**src/rtl/uart_tx_fifo.sv**
```systemverilog
// UART transmitter with a small TX FIFO. Words are serialised LSB first
// with a start bit, optional even/odd parity and one or two stop bits.
// Divisor, parity mode and stop count are captured when a word leaves the
// FIFO, so changing them mid-frame affects only the following frames.
module uart_tx_fifo #(
   parameter int DATA_BITS  = 8,
   parameter int FIFO_DEPTH = 4,
   parameter int DIV_WIDTH  = 8
) (
   input  logic                         clock,
   input  logic                         reset,
   input  logic [DATA_BITS-1:0]         wr_data,
   input  logic                         wr_en,
   input  logic [DIV_WIDTH-1:0]         baud_division,
   input  logic [1:0]                   parity_mode,
   input  logic                         two_stop,
   output logic                         uart_tx,
   output logic                         busy,
   output logic                         full,
   output logic [$clog2(FIFO_DEPTH):0]  fifo_count,
   output logic                         overflow
);

   localparam int PW = $clog2(FIFO_DEPTH);
   localparam int CW = PW + 1;
   localparam int BW = $clog2(DATA_BITS + 1);

   typedef enum logic [2:0] {S_IDLE, S_START, S_DATA, S_PARITY, S_STOP} state_t;

   logic [DATA_BITS-1:0] mem [FIFO_DEPTH];

   state_t               state_reg, state_next;
   logic [DIV_WIDTH-1:0] baud_cnt_reg, baud_cnt_next;
   logic [DIV_WIDTH-1:0] div_reg, div_next;
   logic [BW-1:0]        bit_cnt_reg, bit_cnt_next;
   logic [DATA_BITS-1:0] shift_reg, shift_next;
   logic                 par_bit_reg, par_bit_next;
   logic                 par_en_reg, par_en_next;
   logic                 two_stop_reg, two_stop_next;
   logic [PW-1:0]        rd_ptr_reg, rd_ptr_next;
   logic [PW-1:0]        wr_ptr_reg, wr_ptr_next;
   logic [CW-1:0]        count_reg, count_next;
   logic                 tx_reg, busy_reg, overflow_reg;

   logic pop, wr_ok, bit_end, tx_bit;

   // full is taken from the pre-edge count, so a write on a full FIFO is
   // dropped even if a pop happens on the same edge.
   assign full       = (count_reg == CW'(FIFO_DEPTH));
   assign wr_ok      = wr_en && !full;
   assign uart_tx    = tx_reg;
   assign busy       = busy_reg;
   assign fifo_count = count_reg;
   assign overflow   = overflow_reg;

   // FIFO storage write port; entries need no reset because the pointers do.
   always_ff @(posedge clock) begin
      if (wr_ok)
         mem[wr_ptr_reg] <= wr_data;
   end

   // Next-state, datapath and line-level bit selection for the frame FSM.
   always_comb begin
      state_next    = state_reg;
      baud_cnt_next = baud_cnt_reg;
      div_next      = div_reg;
      bit_cnt_next  = bit_cnt_reg;
      shift_next    = shift_reg;
      par_bit_next  = par_bit_reg;
      par_en_next   = par_en_reg;
      two_stop_next = two_stop_reg;
      rd_ptr_next   = rd_ptr_reg;
      pop           = 1'b0;
      tx_bit        = 1'b1;
      bit_end       = (baud_cnt_reg == div_reg);

      case (state_reg)
         S_IDLE: begin
            baud_cnt_next = '0;
            if (count_reg != '0)
               pop = 1'b1;
         end
         S_START: begin
            tx_bit = 1'b0;
            if (bit_end) begin
               baud_cnt_next = '0;
               bit_cnt_next  = '0;
               state_next    = S_DATA;
            end else begin
               baud_cnt_next = baud_cnt_reg + DIV_WIDTH'(1);
            end
         end
         S_DATA: begin
            tx_bit = shift_reg[0];
            if (bit_end) begin
               baud_cnt_next = '0;
               shift_next    = {1'b0, shift_reg[DATA_BITS-1:1]};
               if (bit_cnt_reg == BW'(DATA_BITS - 1)) begin
                  bit_cnt_next = '0;
                  state_next   = par_en_reg ? S_PARITY : S_STOP;
               end else begin
                  bit_cnt_next = bit_cnt_reg + BW'(1);
               end
            end else begin
               baud_cnt_next = baud_cnt_reg + DIV_WIDTH'(1);
            end
         end
         S_PARITY: begin
            tx_bit = par_bit_reg;
            if (bit_end) begin
               baud_cnt_next = '0;
               bit_cnt_next  = '0;
               state_next    = S_STOP;
            end else begin
               baud_cnt_next = baud_cnt_reg + DIV_WIDTH'(1);
            end
         end
         S_STOP: begin
            tx_bit = 1'b1;
            if (bit_end) begin
               baud_cnt_next = '0;
               if (two_stop_reg && bit_cnt_reg == '0) begin
                  bit_cnt_next = BW'(1);
               end else if (count_reg != '0) begin
                  pop = 1'b1;
               end else begin
                  state_next = S_IDLE;
               end
            end else begin
               baud_cnt_next = baud_cnt_reg + DIV_WIDTH'(1);
            end
         end
         default: state_next = S_IDLE;
      endcase

      // Loading a frame: capture the word, its parity and the line settings.
      if (pop) begin
         state_next    = S_START;
         baud_cnt_next = '0;
         bit_cnt_next  = '0;
         shift_next    = mem[rd_ptr_reg];
         par_bit_next  = (^mem[rd_ptr_reg]) ^ parity_mode[1];
         par_en_next   = ^parity_mode;
         two_stop_next = two_stop;
         div_next      = baud_division;
         rd_ptr_next   = rd_ptr_reg + PW'(1);
      end

      wr_ptr_next = wr_ok ? wr_ptr_reg + PW'(1) : wr_ptr_reg;
      count_next  = count_reg + CW'(wr_ok) - CW'(pop);
   end

   // State and datapath registers; the line and busy are registered from
   // the current state so they lag the FSM by exactly one clock.
   always_ff @(posedge clock) begin
      if (reset) begin
         state_reg    <= S_IDLE;
         baud_cnt_reg <= '0;
         div_reg      <= '0;
         bit_cnt_reg  <= '0;
         shift_reg    <= '0;
         par_bit_reg  <= 1'b0;
         par_en_reg   <= 1'b0;
         two_stop_reg <= 1'b0;
         rd_ptr_reg   <= '0;
         wr_ptr_reg   <= '0;
         count_reg    <= '0;
         tx_reg       <= 1'b1;
         busy_reg     <= 1'b0;
         overflow_reg <= 1'b0;
      end else begin
         state_reg    <= state_next;
         baud_cnt_reg <= baud_cnt_next;
         div_reg      <= div_next;
         bit_cnt_reg  <= bit_cnt_next;
         shift_reg    <= shift_next;
         par_bit_reg  <= par_bit_next;
         par_en_reg   <= par_en_next;
         two_stop_reg <= two_stop_next;
         rd_ptr_reg   <= rd_ptr_next;
         wr_ptr_reg   <= wr_ptr_next;
         count_reg    <= count_next;
         tx_reg       <= tx_bit;
         busy_reg     <= (state_reg != S_IDLE) || (count_reg != '0);
         overflow_reg <= wr_en && full;
      end
   end

endmodule

```
**config.mk**
```make
export PLATFORM = sky130hd
export DESIGN_NAME = uart_tx_fifo
export DESIGN_NICKNAME = d
export VERILOG_FILES = /design/src/rtl/uart_tx_fifo.sv
export SDC_FILE = /design/constraint.sdc
export NUM_CORES = 1
export LEC_CHECK = 0
export BUFFER_PORTS_ARGS = -buffer_cell sky130_fd_sc_hd__buf_4
export CAP_MARGIN = 20
export CORE_ASPECT_RATIO = 0.6
export CORE_MARGIN = 4
export CORE_UTILIZATION = 35
export CTS_CLUSTER_SIZE = 14
export DETAILED_ROUTE_END_ITERATION = 8
export GPL_TIMING_DRIVEN = 0
export PLACE_DENSITY = 0.57
export SLEW_MARGIN = 10
export SYNTH_ARGS = -nofsm -noshare
export SYNTH_HDL_FRONTEND = slang
export SYNTH_SLANG_ARGS = --single-unit
export TNS_END_PERCENT = 1
```
**constraint.sdc**
```tcl
create_clock -name clock -period 3.71 [get_ports clock]
set_input_delay 0.742 -clock clock [delete_from_list [all_inputs] [get_ports clock]]
set_output_delay 0.742 -clock clock [all_outputs]
set_load 0.005 [all_outputs]
```
==> results of run 1 <==
-- critical path: stages, from the launching register on --
cell	delay (ns)
dfxtp_1	0.35
xor2_1	0.17
nor4_2	0.51
nand3b_1	0.16
a211o_1	0.31
clkbuf_1	0.20
buf_2	0.24
xnor2_1	0.15
ha_1	0.16
inv_1	0.05
fa_1	0.37
xor2_1	0.18
xnor2_1	0.13
nor2_1	0.05
-- area by class of cell --
| class | instances | area, um2 |
|---|---|---|
| fill | 910 | 5260 |
| sequential | 78 | 1880 |
| multi-input combinational | 194 | 1430 |
| clock buffer | 11 | 233 |
| timing repair buffer | 27 | 203 |
| tap | 130 | 163 |
| clock inverter | 5 | 73.8 |
| buffer | 14 | 57.6 |
| inverter | 8 | 30.0 |
-- where the power goes --
| group | internal [mW] | total [mW] | switching (mW) |
|---|---|---|---|
| combinational | 0.524 | 1.12 | 0.594 |
| clock | 0.585 | 0.910 | 0.326 |
| sequential | 1.07 | 1.17 | 0.0955 |
| total | 2.18 | 3.20 | 1.01 |
-- stage by stage --
stage	utilization, %	cells	power, mW	instance area [um2]	hold slack (ns)
after floorplan	-	294	2.02	3400	0.447
after detailed placement	40.3	451	2.31	3760	0.470
after global placement	40.3	451	2.29	3760	0.461
final	43.6	467	3.20	4070	0.481
after global routing	43.6	467	3.42	4070	0.495
after CTS	43.6	467	3.24	4070	0.480
-- kinds of logic after synthesis --
logic type / count (synthesis)
AOI/OAI and AO/OA: 31
xor gates and xnor gates: 28
adders and majority gates: 10
buffers and inverters: 22
DFF: 78
muxes: 20
and+or+nand+nor: 105
-- per-layer routing --
metal	track usage [%]	share of wire, %
met1	20.9	56
met2	17.0	39
met3	5.09	3.9
met5	0	0
met4	3.84	0.98
-- final timing paths --
path,end,cells after the start
worst min register to register,shift_reg[3],2
worst max-delay path,fifo_count[2],13
worst min-delay path,shift_reg[3],2
worst max register to register,fifo_count[2],13
-- cells in the final DEF, fill, tap and decap left out, types with 12 or more instances in the layout --
master and instances:
nand2b_1 12, nand2_1 15, xnor2_1 12, mux2i_1 12, dfxtp_1 46, nand3_1 12
edfxtp_1 32, buf_4 27, nor2_1 35, xor2_1 15
==> results.md, run 1 <==
- Outcome: finished, final reports clean
- TritonRoute pass-1 iters: 4
- Iteration-0 DRC Markers: 207
- Syn_area_per_cell: 11.6 um2
- Post-synthesis mux area share: 8.84%
- Placeable core area: 9320 um2
- Post-synthesis net count: 325
- Largest net degree at the start of global routing: 13
- Crit-path max FO: 10
- Top post-synthesis cells by area: edfxtp_1 28%, dfxtp_1 27%, mux4_2 5.3%, nor2_1 3.9%, xor2_1 3.9%
- Syn Inst Count: 294
- Chip height: 84.3 um
- Worst r2r src: baud_cnt_reg[4]
- DRC: 0
- HPWL after DPL: 5150 um
- EDFF count, synth: 32
- Grt total ovfl: 0
- Synth Area in Adders: 3.83%
- Slew Limit Fails: 0
- Hold WC Path Type: flop to flop
- CTS Root Cell: clkbuf_16
- Max-slew headroom: 61.2%
- Ys flop type: dfxtp_1
- Max Freq: 315 MHz
- Final hold viol count: 0
- Top-count cell post-synth: dfxtp_1
- Synth Area in Compound Gates: 5.42%
- Largest family of logic cells by synthesized area: simple AND/OR/NAND/NOR gates
- Port buffer count: 27
- Worst Hold Launch: shift_reg[4]
- Final worst slack: 0.539 ns
- Clk buf depth: 2
- Simple-gate area share of the yosys netlist: 16.3%
- CTS sink cnt: 78
- Clk_lat worst skew: 0.33 ns
- Post-synth top cells: 46 x dfxtp_1, 35 x nor2_1, 32 x edfxtp_1
- CP required: 3.91 ns
- Final setup violation count: 0
- Critical Setup Path Class: flop to flop
- Area grow syn2layout: 19.8%
- # hold bufs at CTS: 0
- Final Cycle Share: 85.5%
- Asr flop ratio synth: 0%
- Avg WL per Cell: 15.0 um
- Pwr per Cell Area: 786 nW/um2
- Crit path from: baud_cnt_reg[4]
- Unique masters post-synth: 43
- Synthesized flop and latch total: 78
- RSZ-0062 raised after global routing: false
- Xor-xnor portion of the synthesized cell area: 7.63%
- Maxcap violations: 0
- Leakage power: 1.56 nW
- Row cnt: 27
- Worst slack, placed: 0.575 ns
- Register area share after synthesis: 55.4%
- Worst vdd ir: 0.357 mV
- Setup_tns: 0 ns
- CTS Buf Count: 9
- Via/cell ratio: 4.80
- Post-synth top area cell: edfxtp_1
- Die extent in x: 135 um
- CTS tree: yes
- Routed Wire Length: 7020 um
- Worst R2R Setup Slack: 0.54 ns
- Total GRT Usage: 13.5%
- Skew final: 0.00537 ns
- Yosys top cell area share: 28.3%
- Largest register by flop count: mem
- Vias in the first global route: 2242
- Arrival @ worst endpoint: 3.37 ns
- I/O pin cnt: 29
- Post-CTS sizing: 0
- Crit path capture type: flop
- Tmin final: 3.17 ns
- Yosys Warn Count: 0
- # H-tree levels: 3
- Initial Util: 36.4%
- Worst slew pin tran: 0.581 ns
- Die ar.: 11400 um2
- Worst-path clk slew: 0.06 ns
- Number of flip-flops in the largest register: 32
- Mapped Area: 3400 um2
- Final ANT Viol Nets: 0
- Startpoint type of the worst setup path: flop
- Total number of vias: 2242
- Inserted Diodes: 0
- GPL Wtd Cong: 0.784
- Initial antenna violation count: 0
- Share of layout cells above drive strength 1: 16.9%
- Setup Buffers After CTS: 0
- Fin nets: 363
- First-pass GRT wire length: 11700 um
No activity file was read; power rests on OpenSTA's default activity.
==> inputs of run 2 (changes only) <==
--- a/config.mk
+++ b/config.mk
@@ -5,6 +5,7 @@
 export SDC_FILE = /design/constraint.sdc
 export NUM_CORES = 1
 export LEC_CHECK = 0
+export ABC_AREA = 1
 export BUFFER_PORTS_ARGS = -buffer_cell sky130_fd_sc_hd__buf_4
 export CAP_MARGIN = 20
 export CORE_ASPECT_RATIO = 0.6
@@ -13,7 +14,7 @@
 export CTS_CLUSTER_SIZE = 14
 export DETAILED_ROUTE_END_ITERATION = 8
 export GPL_TIMING_DRIVEN = 0
-export PLACE_DENSITY = 0.57
+export PLACE_DENSITY = 0.56
 export SLEW_MARGIN = 10
 export SYNTH_ARGS = -nofsm -noshare
 export SYNTH_HDL_FRONTEND = slang
==> run 2 against run 1 <==
Clock skew grew 0.0032 ns. Sequential power grew 3%. Clock power shrank 6.6%.
==> results.md, run 2 <==
- R2R depth: 14 (+1)
- Placeable core area: 10100 um2 (+8.6%)
- Slew Limit Fails: 0 (unchanged)
- Synthesized flop and latch total: 78 (unchanged)
- Startpoint type of the worst setup path: flop
- Maxcap violations: 0 (unchanged)
- Crit path capture type: flop
- Final worst slack: 1.23 ns (+0.687 ns)
- Final setup violation count: 0 (unchanged)
- Worst vdd ir: 0.351 mV (-1.6%)
- Worst slack, placed: 1.25 ns (+0.678 ns)
- Tmin final: 2.48 ns (-0.687 ns)
- Largest register by flop count: mem
- Max Freq: 403 MHz (+28%)
- Crit-path cells: xnor2_1, nand2_1, nor2_1, nand2_4, inv_2, nand2_4, nand2_8, buf_4, xor2_1, ha_1, inv_1, fa_1, o21ai_0, a21oi_1
- CP delay by family, top: adder cells
- Hold path depth: 2 (unchanged)
- Fin nets: 531 (+46%)
- Area grow syn2layout: 17.8%
- Crit-path max FO: 10 (unchanged)
- Inserted Diodes: 0 (unchanged)
- Iteration-0 DRC Markers: 169 (-18%)
- # H-tree levels: 3 (unchanged)
- Yosys Warn Count: 0 (unchanged)
- Post-synth top cells: 159 x nand2_1, 46 x dfxtp_1, 44 x nor2_1
- Hold WC Path Type: flop to flop
- Outcome: finished, final reports clean
- Via/cell ratio: 4.67 (-2.7%)
- CP required: 3.93 ns (+0.02 ns)
- Die ar.: 12400 um2 (+9.2%)
- Seq. cell area: 1880 um2 (unchanged)
- Post-synthesis net count: 492 (+51%)
- Share of layout cells above drive strength 1: 15.6% (-1.3 points)
- Post-CTS sizing: 0 (unchanged)
- Vias in the first global route: 2811 (+25%)
- Top-count cell post-synth: nand2_1
- Syn Inst Count: 461 (+57%)
- Chip height: 88 um (+4.4%)
- Pwr per Cell Area: 828 nW/um2 (+5.3%)
- Crit-path max cell delay: 0.42 ns (-0.09 ns)
- Placed cells: 624 (+38%)
- HPWL after DPL: 6030 um (+17%)
- Worst-path clk slew: 0.06 ns (about the same)
- DRC: 0 (unchanged)
- Multi-input gate area: 1600 um2 (+12%)
- Pwr Total: 3.64 mW (+14%)
- CTS Root Cell: clkbuf_16
- EDFF count, synth: 32 (unchanged)
- Row cnt: 28 (+3.7%)
- # hold bufs at CTS: 0 (unchanged)
- Ys flop type: dfxtp_1
- Commonest non-fill, non-tap cell in the layout: nand2_1
- CTS tree: yes
- Port buffer count: 28 (+3.7%)
- Leakage power: 1.90 nW (+22%)
- Register area share after synthesis: 50.4% (-5.0 points)
- GPL Wtd Cong: 0.813 (+3.7%)
- Total number of vias: 2989 (+33%)
- Mapped Area: 3730 um2 (+9.9%)
- Critical Setup Path Class: flop to flop
- CTS Buf Count: 9 (unchanged)
- Buf/Inv on CP: 3 (unchanged)
- Commonest non-fill, non-tap cells in the layout: 159 x nand2_1, 46 x dfxtp_1, 44 x nor2_1
- Setup_tns: 0 ns (unchanged)
- Max-slew headroom: 41.1% (-20 points)
- Final hold viol count: 0 (unchanged)
- Routed Wire Length: 8020 um (+14%)
- Die extent in x: 141 um (+4.6%)
- Syn_area_per_cell: 8.10 um2 (-30%)
- Yosys top cell area share: 25.7% (-2.6 points)
- Number of flip-flops in the largest register: 32 (unchanged)
- Clk_lat worst skew: 0.34 ns (about the same)
- Worst slew pin tran: 0.880 ns (+0.299 ns)
- Most Frequent Cell on Critical Path: nand2_4
- Unique masters post-synth: 30 (-30%)
- Initial Util: 36.9% (+0.46 points)
- CTS sink cnt: 78 (unchanged)
- Final Cycle Share: 66.9% (-19 points)
- First-pass GRT wire length: 13500 um (+16%)
- RSZ-0062 raised after global routing: false
- Final ANT Viol Nets: 0 (unchanged)
- TritonRoute pass-1 iters: 4 (unchanged)
- Grt total ovfl: 0 (unchanged)
- Total GRT Usage: 13.8% (+0.36 points)
- Skew final: 0.00861 ns (+0.00324 ns)
- I/O pin cnt: 29 (unchanged)
- Layout filler cell count: 987 (+8.5%)
- Post-synth top area cell: edfxtp_1
- Stages on the worst setup path: 14 (+1)
- Finished Layout Cells: 640 (+37%)
- Setup Buffers After CTS: 0 (unchanged)
- Asr flop ratio synth: 0% (unchanged)
- Clk buf depth: 2 (unchanged)
- Arrival @ worst endpoint: 2.71 ns (-0.66 ns)
- Largest net degree at the start of global routing: 13 (unchanged)
- Top post-synthesis cells by area: edfxtp_1 26%, dfxtp_1 25%, nand2_1 16%, nor2_1 4.4%, nand3_1 3.5%
- Initial antenna violation count: 0 (unchanged)
- Slowest CP cell: dfxtp_1
- Avg WL per Cell: 12.5 um (-17%)
## run 2: cell count changes after synthesis, sizes merged, moves of 4 or more
| cell | change |
|---|---|
| a21oi | +11 |
| mux4 | -8 |
| mux2i | -12 |
| nand2 | +150 |
| and3 | -6 |
| xor2 | -11 |
| nand3 | +14 |
| inv | +37 |
| clkbuf | -7 |
| nand2b | -12 |
| o21ai | +15 |
| xnor2 | -4 |
| nor2 | +17 |
## run 2: worst paths after layout
check / from / slack [ns] / to
hold / removal: shift_reg[7] / 0.47 / shift_reg[7]
setup reg to reg: baud_cnt_reg[1] / 1.23 / fifo_count[2]
setup / recovery: baud_cnt_reg[1] / 1.23 / fifo_count[2]
hold reg to reg: shift_reg[7] / 0.47 / shift_reg[7]
## run 2: metal layers
layer / vias to the layer above / share of wire, % / track usage [%] / wire, um
li1: 1563 / - / - / -
met1: 1367 / 54 / 20.1 / 4370
met2: 54 / 40 / 20.0 / 3220
met3: 5 / 4.3 / 4.04 / 348
met4: 0 / 1.0 / 3.87 / 83
met5: - / 0 / 0 / 0
## run 2: cell type report
cell class | count | area share, %
flip-flops and latches | 78 | 42.8
multi-input cells | 328 | 36.4
clock buffers | 12 | 5.38
repair buffers | 28 | 4.78
inverters | 45 | 3.96
well taps | 135 | 3.84
plain buffers | 10 | 1.76
clock inverters | 4 | 1.08
## run 2: logic make-up after synthesis
| family | synth area share (%) |
|---|---|
| and+or+nand+nor | 29.3 |
| buffers and inverters | 6.74 |
| xor gates and xnor gates | 2.81 |
| DFF | 50.4 |
| adders and majority gates | 3.22 |
| AOI/OAI and AO/OA | 7.51 |
## run 2: stage by stage
step	utilization (%)	hold WS, ns	cell area [um2]
5_1_grt	43.4	0.494	4400
4_1_cts	43.4	0.471	4400
6_report	43.4	0.471	4400
3_3_place_gp	40.6	0.451	4110
3_5_place_dp	40.6	0.462	4110
2_1_floorplan	-	0.436	3730
## run 2: report_power, final
group          internal [mW]  switching, mW  total [mW]
Clock                  0.519          0.331       0.850
Sequential              1.09          0.114        1.21
Combinational          0.557           1.03        1.58
Total                   2.17           1.47        3.64
## run 2: worst register-to-register path, cell delays in order, from the launching register on
cell	delay (ns)
dfxtp_1	0.42
xnor2_1	0.14
nand2_1	0.07
nor2_1	0.18
nand2_4	0.10
inv_2	0.08
nand2_4	0.07
nand2_8	0.11
buf_4	0.21
xor2_1	0.17
ha_1	0.16
inv_1	0.05
fa_1	0.39
o21ai_0	0.18
a21oi_1	0.06
